<file path="config.mk">
export PLATFORM = sky130hd
export DESIGN_NAME = proc_mem_resp_queue_flat
export DESIGN_NICKNAME = d
export VERILOG_FILES = /design/src/rtl/proc_mem_resp_queue_pkg.sv /design/src/rtl/proc_mem_resp_queue_if.sv /design/src/rtl/proc_mem_resp_queue_ctrl.sv /design/src/rtl/proc_mem_resp_queue.sv /design/src/flat_wrapper.sv
export SDC_FILE = /design/constraint.sdc
export NUM_CORES = 1
export LEC_CHECK = 0
export BUFFER_PORTS_ARGS = -buffer_cell sky130_fd_sc_hd__buf_2
export CELL_PAD_IN_SITES_DETAIL_PLACEMENT = 1
export CELL_PAD_IN_SITES_GLOBAL_PLACEMENT = 1
export CORE_MARGIN = 1
export CORE_UTILIZATION = 39
export CTS_CLUSTER_SIZE = 14
export DETAILED_ROUTE_END_ITERATION = 6
export PLACE_DENSITY_LB_ADDON = 0.1
export SETUP_SLACK_MARGIN = 0.05
export SLEW_MARGIN = 5
export SYNTH_ARGS = -nofsm -noshare
export SYNTH_HDL_FRONTEND = slang
export SYNTH_HIERARCHICAL = 1
export SYNTH_SLANG_ARGS = --single-unit
</file>
<file path="constraint.sdc">
create_clock -name clk -period 4.35 [get_ports clk]
set_input_delay 0.2175 -clock clk [delete_from_list [all_inputs] [get_ports clk]]
set_output_delay 0.2175 -clock clk [all_outputs]
set_load 0.1 [all_outputs]
</file>
<file path="src/rtl/proc_mem_resp_queue_pkg.sv">
// rtl/proc_mem_resp_queue_pkg.sv - shared defaults and sizing helpers for the memory-response queue
//
// Purpose: default depth and message width, and the occupancy-counter width
//          function used by the queue top level and its control block.
// Ports:   none (package).

package proc_mem_resp_queue_pkg;

   localparam int DEFAULT_MSG_NBITS   = 77;
   localparam int DEFAULT_NUM_ENTRIES = 2;

   // Counter must represent 0..n inclusive, so it needs one more code than a pointer.
   function automatic int count_nbits(input int n);
      return $clog2(n + 1);
   endfunction

endpackage

</file>
<file path="src/rtl/proc_mem_resp_queue_if.sv">
// rtl/proc_mem_resp_queue_if.sv - enqueue/dequeue handshake bundle for the memory-response queue
//
// Purpose: groups the en/rdy handshakes and message buses of both queue sides.
// Signals: in_msg/in_en/in_rdy   enqueue side
//          out_msg/out_en/out_rdy dequeue side
// Modports: master - environment (memory side sender and downstream receiver)
//           slave  - the queue itself

interface proc_mem_resp_queue_if #(
   parameter int p_msg_nbits = 77
);
   logic [p_msg_nbits-1:0] in_msg;
   logic                   in_en;
   logic                   in_rdy;
   logic [p_msg_nbits-1:0] out_msg;
   logic                   out_en;
   logic                   out_rdy;

   modport master (
      output in_msg, in_en, out_rdy,
      input  in_rdy, out_msg, out_en
   );

   modport slave (
      input  in_msg, in_en, out_rdy,
      output in_rdy, out_msg, out_en
   );
endinterface

</file>
<file path="src/rtl/proc_mem_resp_queue_ctrl.sv">
// rtl/proc_mem_resp_queue_ctrl.sv - pointer, occupancy and handshake control for the memory-response queue
//
// Purpose: keeps wr_ptr/rd_ptr/count, derives in_rdy/out_en, handles flush.
// Optional feature: PROC_MEM_RESP_QUEUE_BYPASS_EN enables empty-queue
//                   zero-latency forwarding (bypass output).
// Ports:   clk, reset (async, active-high), flush, in_en, out_rdy   inputs
//          in_rdy, out_en        handshake outputs
//          wr_en, wr_ptr         storage write control
//          rd_ptr                storage read select
//          bypass                out_msg must come from in_msg this cycle
//          num_entries           registered occupancy

module proc_mem_resp_queue_ctrl
   import proc_mem_resp_queue_pkg::*;
#(
   parameter  int p_num_entries = DEFAULT_NUM_ENTRIES,
   localparam int PTR_NBITS     = $clog2(p_num_entries),
   localparam int CNT_NBITS     = count_nbits(p_num_entries)
) (
   input  logic                 clk,
   input  logic                 reset,
   input  logic                 flush,
   input  logic                 in_en,
   input  logic                 out_rdy,
   output logic                 in_rdy,
   output logic                 out_en,
   output logic                 wr_en,
   output logic                 bypass,
   output logic [PTR_NBITS-1:0] wr_ptr,
   output logic [PTR_NBITS-1:0] rd_ptr,
   output logic [CNT_NBITS-1:0] num_entries
);

   localparam logic [CNT_NBITS-1:0] FULL = CNT_NBITS'(p_num_entries);
   localparam logic [PTR_NBITS-1:0] LAST = PTR_NBITS'(p_num_entries - 1);

   logic [CNT_NBITS-1:0] count;
   logic                 empty;
   logic                 full;
   logic                 rd_en;

   // Depth need not be a power of two, so wrap on the last index rather than on overflow.
   function automatic logic [PTR_NBITS-1:0] ptr_next(input logic [PTR_NBITS-1:0] p);
      return (p == LAST) ? '0 : p + PTR_NBITS'(1);
   endfunction

   assign empty = (count == '0);
   assign full  = (count == FULL);

   // A full queue refuses input even when the head is leaving this cycle.
   assign in_rdy = !reset && !flush && !full;

`ifdef PROC_MEM_RESP_QUEUE_BYPASS_EN
   assign bypass = !reset && !flush && empty && in_en && out_rdy;
`else
   assign bypass = 1'b0;
`endif

   assign out_en = (!reset && !flush && !empty && out_rdy) || bypass;

   // A bypassed message is never stored and never counted.
   assign wr_en = in_en && in_rdy && !bypass;
   assign rd_en = out_en && !bypass;

   always_ff @(posedge clk or posedge reset) begin
      if (reset) begin
         wr_ptr <= '0;
         rd_ptr <= '0;
         count  <= '0;
      end else if (flush) begin
         count  <= '0;
         rd_ptr <= wr_ptr;
      end else begin
         if (wr_en) wr_ptr <= ptr_next(wr_ptr);
         if (rd_en) rd_ptr <= ptr_next(rd_ptr);
         if (wr_en && !rd_en)
            count <= count + CNT_NBITS'(1);
         else if (rd_en && !wr_en)
            count <= count - CNT_NBITS'(1);
      end
   end

   assign num_entries = count;

   a_no_enq_when_not_rdy: assert property (@(posedge clk) disable iff (reset) in_en |-> in_rdy);

endmodule

</file>
<file path="src/rtl/proc_mem_resp_queue.sv">
// rtl/proc_mem_resp_queue.sv - N-entry FIFO on the processor memory-response path
//
// Purpose: decouples memory response timing from the pipeline; holds in-flight
//          responses during stalls; flush discards stored responses.
// Optional feature: PROC_MEM_RESP_QUEUE_BYPASS_EN (zero-latency forwarding
//                   when empty; default build is strictly registered).
// Ports:   clk          clock
//          reset        asynchronous, active-high
//          flush        discard all stored entries this cycle
//          q            handshake bundle (slave): in_msg/in_en/in_rdy,
//                       out_msg/out_en/out_rdy
//          num_entries  registered occupancy

module proc_mem_resp_queue
   import proc_mem_resp_queue_pkg::*;
#(
   parameter int p_msg_nbits   = DEFAULT_MSG_NBITS,
   parameter int p_num_entries = DEFAULT_NUM_ENTRIES
) (
   input  logic                                   clk,
   input  logic                                   reset,
   input  logic                                   flush,
   proc_mem_resp_queue_if.slave                   q,
   output logic [count_nbits(p_num_entries)-1:0] num_entries
);

   localparam int PTR_NBITS = $clog2(p_num_entries);

   logic [p_msg_nbits-1:0]   mem [p_num_entries];
   logic [PTR_NBITS-1:0]     wr_ptr;
   logic [PTR_NBITS-1:0]     rd_ptr;
   logic                     wr_en;
   logic                     bypass;
   logic [p_num_entries-1:0] wr_sel;

   proc_mem_resp_queue_ctrl #(
      .p_num_entries (p_num_entries)
   ) u_ctrl (
      .clk         (clk),
      .reset       (reset),
      .flush       (flush),
      .in_en       (q.in_en),
      .out_rdy     (q.out_rdy),
      .in_rdy      (q.in_rdy),
      .out_en      (q.out_en),
      .wr_en       (wr_en),
      .bypass      (bypass),
      .wr_ptr      (wr_ptr),
      .rd_ptr      (rd_ptr),
      .num_entries (num_entries)
   );

   always_comb begin
      wr_sel = '0;
      for (int i = 0; i < p_num_entries; i++)
         wr_sel[i] = wr_en && (wr_ptr == PTR_NBITS'(i));
   end

   // Storage is not reset: an entry is only observed after it has been written.
   always_ff @(posedge clk) begin
      for (int i = 0; i < p_num_entries; i++)
         if (wr_sel[i]) mem[i] <= q.in_msg;
   end

   assign q.out_msg = bypass ? q.in_msg : mem[rd_ptr];

endmodule

</file>
<file path="src/flat_wrapper.sv">
// flat-port wrapper written by rule: the top's interface ports become plain ports
module proc_mem_resp_queue_flat import proc_mem_resp_queue_pkg::*;
#(
   parameter int p_msg_nbits   = DEFAULT_MSG_NBITS,
   parameter int p_num_entries = DEFAULT_NUM_ENTRIES
)
  (clk, reset, flush, num_entries, q_in_msg, q_in_en, q_out_rdy, q_in_rdy, q_out_msg, q_out_en);
  proc_mem_resp_queue_if #(.p_msg_nbits(p_msg_nbits)) q_i ();
  input  logic clk;
  input  logic reset;
  input  logic flush;
  output logic [count_nbits(p_num_entries)-1:0] num_entries;
  input wire logic [$bits(q_i.in_msg)-1:0] q_in_msg;
  input wire logic [$bits(q_i.in_en)-1:0] q_in_en;
  input wire logic [$bits(q_i.out_rdy)-1:0] q_out_rdy;
  output wire logic [$bits(q_i.in_rdy)-1:0] q_in_rdy;
  output wire logic [$bits(q_i.out_msg)-1:0] q_out_msg;
  output wire logic [$bits(q_i.out_en)-1:0] q_out_en;
  assign q_i.in_msg = q_in_msg;
  assign q_i.in_en = q_in_en;
  assign q_i.out_rdy = q_out_rdy;
  assign q_in_rdy = q_i.in_rdy;
  assign q_out_msg = q_i.out_msg;
  assign q_out_en = q_i.out_en;
  proc_mem_resp_queue #(.p_msg_nbits(p_msg_nbits), .p_num_entries(p_num_entries)) u_core (.clk(clk), .reset(reset), .flush(flush), .q(q_i), .num_entries(num_entries));
endmodule
</file>
-- Yosys cells after proc, flatten, opt, wreduce, memory -nomap -nowiden
Memories as Yosys holds them, arrays and structs flattened.
Index checks and enable logic that the tools add are counted.
Widths: inputs -> output; s select.
- memories kept: 1
- input port bits: 82
- register bits after elaboration: 4
- memory bits (writable): 154
- output and inout port bits: 81
- memories (memory ; depth ; bits a word ; rd ports ; clocked after Yosys merged registers in ; wr ports ; line ; RTL):
    u_core.mem ; 2 ; 77 ; 1 ; 0 ; 1 ; proc_mem_resp_queue.sv:29 ; logic [p_msg_nbits-1:0] mem [p_num_entries];
- eq/ne operators: 1
- mux-type cells: 14
- bitwise logic cells: 2
- $add $sub $neg: 4
- reductions and logical operators: 20
- operator list (cell ; number):
    $mux 77 ; 1
    $reduce_or 77->1 ; 1
    $mux 1 ; 10
    $logic_and 1x1->1 ; 9
    $logic_not 1->1 ; 6
    $mux 2 ; 3
    $reduce_bool 3->1 ; 1
    $add 1x1->1 const B ; 2
    $add 2x1->2 const B ; 1
    $eq 2x2->1 const B ; 1
    $logic_not 2->1 ; 1
    $not 1->1 ; 2
    $reduce_and 2->1 ; 1
    $reduce_bool 2->1 ; 1
    $sub 2x1->2 const B ; 1

-- Longest topological paths before layout
Gate-level depths: netlist (run 1).
- depth in word-level cells: 9
- gate-level depth with buffers: 6

-- By module
The synthesis (run 1) kept the hierarchy.
- modules (own cells, without submodules) (module ; cells an instance ; seq. area each (µm²) ; instances ; area an instance (µm²)):
    proc_mem_resp_queue ; 413 ; 4624.4 ; 1 ; 6273.5
    proc_mem_resp_queue_ctrl ; 31 ; 100.1 ; 1 ; 256.5

-- Worst setup path after synthesis (run 1)
OpenSTA, ideal clock, no wires.
- path type: reg-to-reg
- start: register u_core.u_ctrl.count[0] (netlist: u_core/u_ctrl/num_entries[0])
- end: memory u_core.mem[0][0], enable pin
- period minus slack after synthesis: 5350 ps
- arrival time: 4829 ps
- setup slack: -1000 ps
- path buffers: 0
- cell stages (with the launch flop): 4
- cells stage by stage: dfrtp_1 -> nand2b_1 -> and3_1 -> nor2b_1
- elaborated cells between the ends (all ways): 13
- classes of those cells: eq/ne (1); mux (6); reduce/logical (6)
- RTL lines (item ; line ; RTL):
    start: declaration ; proc_mem_resp_queue_ctrl.sv:37 ; logic [CNT_NBITS-1:0] count;
    start signal: assignment ; proc_mem_resp_queue_ctrl.sv:77 ; count <= count + CNT_NBITS'(1);
    start signal: assignment ; proc_mem_resp_queue_ctrl.sv:79 ; count <= count - CNT_NBITS'(1);
    $eq 2x2->1 ; proc_mem_resp_queue_ctrl.sv:48 ; assign full = (count == FULL);
    $logic_not 1->1 ; proc_mem_resp_queue_ctrl.sv:51 ; assign in_rdy = !reset && !flush && !full;
    $logic_and 1x1->1 ; proc_mem_resp_queue_ctrl.sv:51 ;
    $logic_and 1x1->1 ; proc_mem_resp_queue_ctrl.sv:62 ; assign wr_en = in_en && in_rdy && !bypass;
    named net u_core.wr_en ; proc_mem_resp_queue.sv:32 ; logic wr_en;
    $logic_and 1x1->1 ; proc_mem_resp_queue.sv:56 ; wr_sel[i] = wr_en && (wr_ptr == PTR_NBITS'(i));
    named net u_core.wr_sel[0] ; proc_mem_resp_queue.sv:34 ; logic [p_num_entries-1:0] wr_sel;
    $mux 1 ; proc_mem_resp_queue.sv:62 ; if (wr_sel[i]) mem[i] <= q.in_msg;
    $mux 1 (not written as such) ; proc_mem_resp_queue.sv:62 ;
    $mux 1 (no source line) ; -- ;
    end: declaration ; proc_mem_resp_queue.sv:29 ;
The timed path passes the listed nets, and every way through them passes these cells.

-- Worst setup path after layout (run 1)
- start: register u_core.u_ctrl.rd_ptr
- end: output port q_out_msg[60]
- cells in the longest elaborated chain, start to end: 1
- RTL lines (item ; line ; RTL):
    start: declaration ; proc_mem_resp_queue_ctrl.sv:30 ; output logic [PTR_NBITS-1:0] rd_ptr,
    start signal: assignment ; proc_mem_resp_queue_ctrl.sv:72 ; rd_ptr <= wr_ptr;
    start signal: assignment ; proc_mem_resp_queue_ctrl.sv:75 ; if (rd_en) rd_ptr <= ptr_next(rd_ptr);
    $mem_v2 2x77 ; -- ;
    end: declaration ; flat_wrapper.sv:17 ; output wire logic [$bits(q_i.out_msg)-1:0] q_out_msg;
Every way passes these cells.

==> results.py, run 1 <==
metrics = {
    "outcome": {
        "status": "completed",
    },
    "logic_synthesis": {
        "synth.avg_cell_area_sq_um": 14.71,
        "post_synth_num_cell_types": 26,
        "synth_area_leaders": "edfxtp_1 71%, mux2i_1 12%, nand2_1 4.5%, o21ai_0 3.8%, o21ai_1 2.3%",
        "syn_nets": 526,
        "netlist_instances": 444,
        "synth.top_cell.area_share_pct": 70.82,
        "syn_area_sq_um": 6530,
        "ys.warnings.count": 6,
        "sequential_to_total_area_share_from_yosys_stat_pct": 72.35,
        "postSynthRegisterBits": 158,
        "synth_top_area_cell": "edfxtp_1",
    },
    "sta": {
        "maxClockFrequency_ghz": 0.3296,
        "fin_skew_ns": 0.004482,
        "crit_share_post_route_pct": 69.75,
        "maxSlewHeadroom_pct": 29.23,
        "report.final.setup_viol": 0,
        "grt_setup_unrepaired": "false",
        "final_hold_viol_count": 0,
        "worst_pin_slew_ns": 1.062,
        "count_of_final_max_slew_check_failures": 0,
        "setup-tns-final_ns": 0,
        "finalCriticalPeriod_ns": 3.034,
    },
    "routing": {
        "wirelength_mm": 13.95,
        "drt_first_iter_violations": 182,
        "route.antenna.remaining_nets": 0,
        "wl_per_cell_um": 15.98,
        "dr.pass1.iters": 4,
        "post_drt_via_cell_ratio": 4.844,
        "count_of_vias_placed_by_the_detailed_router": 4229,
        "remaining_drc_errors": 0,
    },
    "cts": {
        "cts_tree": "yes",
        "clk_pin_slew_worst_paths_ns": 0.06,
        "tritoncts.num_buffers": 17,
        "clock-root-buffer": "clkbuf_16",
        "cts_num_sinks": 158,
        "htree_levels": 4,
        "clk-insertion-delay-late_ns": 0.41,
        "post_cts_resize_count": 0,
        "cts_hold_buf": 42,
        "clk_path_buf_depth": 2,
        "postCtsSetupBuffers": 0,
    },
    "die": {
        "die_h_um": 131.4,
        "die_width_um": 131.4,
        "fp.dieArea_sq_um": 17260,
        "io_pins": 163,
        "core_area_sq_um": 16120,
        "core.rowCount": 46,
        "floorplan.initialDensity_pct": 40.52,
    },
    "placement": {
        "buffer_ports.inserted": 162,
        "post_detail_place_hpwl_mm": 8.696,
        "dpl-instance-area_sq_um": 7461,
        "final_weighted_congestion_in_routability_driven_placement": 0.7555,
    },
    "global_routing": {
        "grt.overflow.total": 0,
        "grt_first_pass_wirelength_mm": 22.51,
        "antenna_violations_before_repair": 0,
        "groute.usage.overall_pct": 16.81,
        "first_global_vias": 4435,
        "grt_max_degree": 155,
    },
    "cells_and_area": {
        "antennaDiodeCount": 0,
        "nets": 726,
        "drive_gt1_share_pct": 29.07,
        "area_delta_synth_final_pct": 29.09,
        "stdcell_area_sq_um": 8429,
    },
    "worst_setup_path": {
        "cp.arrival_ns": 2.82,
        "critPathRequiredTime_ns": 4.13,
        "path_cells": "buf_4 -> mux2i_1 -> o21ai_1 -> buf_2",
        "worst_path_largest_cell_delay_ns": 1.12,
        "timing.critical_path.fanout_max": 60,
        "category_of_the_worst_setup_path_launch_point": "flop",
        "timing_worst_setup_path_type": "reg2out",
        "timing.critical_path.to_type": "output port",
        "crit_path_top_delay_cell": "dfrtp_4",
    },
    "power_and_ir_drop": {
        "total_leakage_power_nw": 3.291,
        "power_density_over_the_cells_nw_per_um2": 558.1,
        "vdd_ir_drop_max_mv": 0.2766,
        "power.total_w": 0.004704,
    },
    "run": {
        "max_cap_viol_count": 0,
    },
    "hold_path": {
        "hold_path.class": "in2reg",
    },
}
-- stage by stage --
step / util [%] / worst slack (ns) / instances / hold WS, ns
floorplan: - / 0.4780 / 444 / -0.01642
global placement: 46.30 / 1.695 / 798 / 0.1539
detailed placement: 46.30 / 1.729 / 798 / 0.1615
CTS: 52.24 / 1.236 / 872 / 0.0001533
global route: 52.31 / 1.138 / 873 / 0.0008265
finish: 52.31 / 1.316 / 873 / 0.01342
-- placed cells by master (no fill, tap or decap), types with 3 or more instances in the layout --
cell and count:
clkbuf_1 3, clkinv_2 3, o21ai_0 49, clkinv_1 7, dlygate4sd3_1 43, nand2_1 79, mux2i_1 77, clkbuf_16 17
edfxtp_1 154, buf_2 162, o211ai_1 4, dfrtp_1 3, o21ai_1 30
-- flip-flops by register name (all words and copies together), names as in the netlist --
signal	cells
u_core/u_ctrl/num_entries	2
u_core/u_ctrl/wr_ptr	1
u_core/u_ctrl/rd_ptr	1
u_core/mem	154
-- synthesized netlist by cell type (all sizes together) --
cell type  count
a21oi          2
and2           3
and3           1
buf           19
clkbuf         8
conb           1
dfrtp          4
edfxtp       154
inv            2
mux2i         77
nand2         79
nand2b         2
nand3          1
nor2           3
nor2b          1
nor3           1
nor4b          1
o211ai         4
o21ai         79
or4            1
xor2           1
-- kinds of logic after synthesis --
family                 count (synthesis)  share of synthesized area (%)
AND/OR/NAND/NOR                       93                          5.825
buffers and inverters                 29                          3.162
other                                  1                        0.05743
multiplexers                          77                          11.80
XOR/XNOR                               1                         0.1341
flip-flops                           158                          72.35
AO/OA/AOI/OAI                         85                          6.668
-- worst max-delay path, delay by kind of cell (launching register included) --
kind	cells	cell delay, ns
AOI/OAI and AO/OA	1	0.15
DFF	1	1.12
buffers and inverters	2	0.93
muxes	1	0.17
-- where the power goes --
part	total (W)	internal, W	switching [W]
sequential	0.00191	0.00178	0.000137
clock	0.00137	0.000826	0.000541
combinational	0.00142	0.000339	0.00108
total	0.00470	0.00294	0.00176
-- layout make-up --
type | count | area [sq um]
clock inverter | 12 | 101.3
clock buffer | 20 | 436.7
sequential | 158 | 4728
multi-input combinational | 257 | 1609
inverter | 2 | 7.507
timing repair buffer | 208 | 1276
tap | 216 | 270.3
fill | 1676 | 7686
-- metal layers --
metal  up-vias  part of all wire [%]  global-route usage, %
li1       2053                     -                      -
met3        16                   4.0                  3.704
met1      2060                    44                  20.78
met2       100                    50                  28.58
met4         0                   1.4                  6.783
met5         -                     0                      0
-- final timing paths --
path / start / end / slack [ns] / cells after the start
max: u_core/u_ctrl/rd_ptr$_DFFE_PP0P_ / q_out_msg[60] / 1.32 / 4
min: q_in_msg[49] / u_core/mem[1][49]$_DFFE_PP_ / 0.01 / 1
max reg2reg: u_core/u_ctrl/num_entries[0]$_DFFE_PP0P_ / u_core/mem[1][30]$_DFFE_PP_ / 2.04 / 4
min reg2reg: u_core/u_ctrl/wr_ptr$_DFFE_PP0P_ / u_core/u_ctrl/wr_ptr$_DFFE_PP0P_ / 0.58 / 1
max in group asynchronous: reset / u_core/u_ctrl/rd_ptr$_DFFE_PP0P_ / 3.89 / 3
min in group asynchronous: reset / u_core/u_ctrl/num_entries[1]$_DFFE_PP0P_ / 0.28 / 3
(Power assumes the default switching activity.)
==> inputs of run 2 (changes only) <==
--- a/config.mk
+++ b/config.mk
@@ -5,11 +5,12 @@
 export SDC_FILE = /design/constraint.sdc
 export NUM_CORES = 1
 export LEC_CHECK = 0
+export ABC_AREA = 1
 export BUFFER_PORTS_ARGS = -buffer_cell sky130_fd_sc_hd__buf_2
 export CELL_PAD_IN_SITES_DETAIL_PLACEMENT = 1
 export CELL_PAD_IN_SITES_GLOBAL_PLACEMENT = 1
 export CORE_MARGIN = 1
-export CORE_UTILIZATION = 39
+export CORE_UTILIZATION = 41
 export CTS_CLUSTER_SIZE = 14
 export DETAILED_ROUTE_END_ITERATION = 6
 export PLACE_DENSITY_LB_ADDON = 0.1
==> constraint.sdc (replaced) <==
create_clock -name clk -period 3.12 [get_ports clk]
set_input_delay 0.156 -clock clk [delete_from_list [all_inputs] [get_ports clk]]
set_output_delay 0.156 -clock clk [all_outputs]
set_load 0.1 [all_outputs]
==> results.py, run 2 <==
metrics = {
    "power_and_ir_drop": {
        "total_leakage_power_nw": 4.687,
        "internal_power_w": 0.004297,
        "power_switching_w": 0.003028,
        "share_clk_of_total_power_pct": 28.9,
        "netSwitchingFraction_pct": 41.34,
        "power_density_over_the_cells_nw_per_um2": 763.1,
        "vdd_ir_drop_max_mv": 0.4205,
        "power.share.combinational_pct": 35.9,
        "power.sequential.fraction_pct": 35.2,
    },
    "die": {
        "die_h_um": 135.2,
        "io_pins": 163,
        "floorplan.initialDensity_pct": 42.06,
        "core_area_sq_um": 17300,
        "core.rowCount": 48,
        "die_width_um": 135.2,
        "fp.dieArea_sq_um": 18280,
    },
    "routing": {
        "wl_per_cell_um": 15.51,
        "dr.pass1.iters": 5,
        "count_of_vias_placed_by_the_detailed_router": 5855,
        "wirelength_mm": 19.38,
        "remaining_drc_errors": 0,
        "route.antenna.remaining_nets": 0,
        "drt_first_iter_violations": 266,
        "post_drt_via_cell_ratio": 4.688,
    },
    "sta": {
        "report.final.setup_viol": 0,
        "crit_share_post_route_pct": 75.33,
        "count_of_final_max_slew_check_failures": 0,
        "fin_skew_ns": 0.004791,
        "worst_pin_slew_ns": 0.6650,
        "maxSlewHeadroom_pct": 55.67,
        "setup-tns-final_ns": 0,
        "final_hold_viol_count": 0,
        "maxClockFrequency_ghz": 0.4255,
        "finalCriticalPeriod_ns": 2.350,
        "grt_setup_unrepaired": "false",
    },
    "hold_path": {
        "worstHoldStart": "q_in_en",
        "hold_path.class": "in2reg",
        "whs_endpoint": "u_core/u_ctrl/wr_ptr$_DFFE_PP0P_",
        "hold_depth": 3,
    },
    "worst_setup_path": {
        "crit-reg2reg-capture": "u_core/mem[1][5]$_DFFE_PP_",
        "timing_worst_setup_path_type": "reg2out",
        "timing.critical_path.fanout_max": 43,
        "reg2regPathDepth": 7,
        "cp.arrival_ns": 2.19,
        "reg_to_reg_slack_setup_ns": 1.19,
        "regToRegStartpoint": "u_core/u_ctrl/num_entries[0]$_DFFE_PP0P_",
        "category_of_the_worst_setup_path_launch_point": "flop",
        "timing.critical_path.to_type": "output port",
        "critPathRequiredTime_ns": 2.96,
    },
    "cts": {
        "post_cts_resize_count": 0,
        "clock-root-buffer": "clkbuf_16",
        "cts_tree": "yes",
        "cts_num_sinks": 158,
        "clk-insertion-delay-late_ns": 0.41,
        "clk_path_buf_depth": 2,
        "htree_levels": 4,
        "tritoncts.num_buffers": 17,
        "clk_pin_slew_worst_paths_ns": 0.06,
    },
    "cells_and_area": {
        "final_core_util_pct": 55.50,
        "final_common_cell": "nand2_1",
        "drive_gt1_share_pct": 19.92,
        "area.sequential_sq_um": 4726,
        "max_flop_register": "u_core/mem",
        "fill_cells": 2023,
        "nets": 1093,
        "multiInputGateArea_sq_um": 1713,
        "largest_reg_flops": 154,
        "antennaDiodeCount": 0,
        "area_delta_synth_final_pct": 31.95,
        "top_library_cells_by_usage_in_the_layout_fill_and_taps_aside": "317 x nand2_1, 162 x buf_2, 162 x inv_1, 154 x edfxtp_1, 82 x nand3_1",
    },
    "global_routing": {
        "grt_max_degree": 79,
        "antenna_violations_before_repair": 0,
        "grt.overflow.total": 0,
        "groute.usage.overall_pct": 22.32,
        "grt_first_pass_wirelength_mm": 30.90,
        "first_global_vias": 6327,
    },
    "outcome": {
        "status": "completed",
    },
    "placement": {
        "buffer_ports.inserted": 162,
        "final_weighted_congestion_in_routability_driven_placement": 0.7592,
        "post_detail_place_hpwl_mm": 11.65,
    },
    "logic_synthesis": {
        "synth_ff_type": "edfxtp_1",
        "postSynthRegisterBits": 158,
        "ys.warnings.count": 6,
        "synth.top_cell.area_share_pct": 63.56,
        "ffs_w_async_s_r_synth_pct": 2.532,
        "sequential_to_total_area_share_from_yosys_stat_pct": 64.94,
        "synth_area_leaders": "edfxtp_1 64%, nand2_1 16%, inv_1 8.4%, nand3_1 5.6%, dfrtp_1 1.4%",
        "syn_area_sq_um": 7276,
        "synth_top_area_cell": "edfxtp_1",
        "cell_with_the_most_instances_after_synthesis": "nand2_1",
        "post_synth_num_cell_types": 18,
        "synth_edf_count": 154,
        "synth.avg_cell_area_sq_um": 9.340,
        "syn_nets": 861,
        "netlist_instances": 779,
        "synthTopCellsByCount": "317 x nand2_1, 163 x inv_1, 154 x edfxtp_1",
    },
    "run": {
        "max_cap_viol_count": 0,
    },
}
-- run 2: changes by cell type after synthesis, moves of 3 or more --
cell	before	now
nand2_1	79	317
inv_1	2	163
nand3_1	1	82
mux2i_1	77	0
o21ai_0	49	3
o21ai_1	30	1
buf_2	8	19
nor2_1	2	10
buf_6	0	6
buf_12	4	0
clkbuf_1	8	4
o211ai_1	4	0
and2_1	3	0
inv_2	0	3
-- run 2: cell type report --
type	instances	share of cell area (%)
clock inverters	9	1.473
well taps	225	2.932
repair buffers	248	17.33
multi-input cells	420	17.84
inverters	166	6.529
flip-flops and latches	158	49.22
clock buffers	23	4.666
-- run 2: through the flow --
step           worst slack (ns)  power (W)  cell area (sq um)  cells  hold slack (ns)
6_report                 0.7696   0.007326               9600   1249          0.07734
5_1_grt                  0.6527   0.007631               9600   1249          0.08099
4_1_cts                  0.7396   0.007365               9600   1249          0.05922
3_5_place_dp              1.186   0.005159               8230   1139           0.1128
3_3_place_gp              1.228   0.005108               8230   1139          0.09914
2_1_floorplan            0.1005   0.004710               7287    779         -0.06231
-- run 2: worst max path at each step --
stage | from | end | cells after the start
finish | u_core/u_ctrl/rd_ptr$_DFFE_PP0P_ | q_out_msg[10] | 5
global route | u_core/u_ctrl/rd_ptr$_DFFE_PP0P_ | q_out_msg[55] | 5
CTS | u_core/u_ctrl/rd_ptr$_DFFE_PP0P_ | q_out_msg[10] | 5
detailed placement | u_core/u_ctrl/num_entries[0]$_DFFE_PP0P_ | u_core/mem[1][65]$_DFFE_PP_ | 7
global placement | u_core/u_ctrl/num_entries[0]$_DFFE_PP0P_ | u_core/mem[1][72]$_DFFE_PP_ | 7
floorplan | u_core/u_ctrl/num_entries[0]$_DFFE_PP0P_ | u_core/mem[0][0]$_DFFE_PP_ | 6
-- run 2: repair_timing --
item                                   4_1_cts  5_1_grt
setup buffers                                0        0
endpoints found under the hold margin      158        0
hold buffers                                78        0
-- run 2: layer usage --
metal  GRT usage [%]  up-vias  wire length, um
met1           25.80     2832             7964
met5               0        -                0
li1                -     2861                -
met3           3.853       28              668
met4           8.427        0              413
met2           41.00      134            10330
-- run 2: power groups by stage --
stage               combinational [W]  clock (W)  sequential (W)
floorplan                     0.00206          0         0.00265
global placement              0.00249          0         0.00262
detailed placement            0.00253          0         0.00262
CTS                           0.00262    0.00216         0.00258
global route                  0.00279    0.00225         0.00260
finish                        0.00263    0.00212         0.00258
-- run 2: worst max-delay path, cell delays in order, from the launching register on --
cell	delay (ns)
dfrtp_2	0.59
buf_4	0.53
nand2_1	0.16
nand3_1	0.14
nand2_1	0.06
buf_2	0.29
-- run 2: logic make-up (layout without fill, tap and decap cells) --
group | after synthesis | after routing | synth area share [%]
AO/OA/AOI/OAI | 4 | 4 | 0.2750
XOR/XNOR | 1 | 1 | 0.1204
buffers and inverters | 201 | 446 | 11.62
flip-flops | 158 | 158 | 64.94
other | 1 | 1 | 0.05154
AND/OR/NAND/NOR | 414 | 414 | 22.99
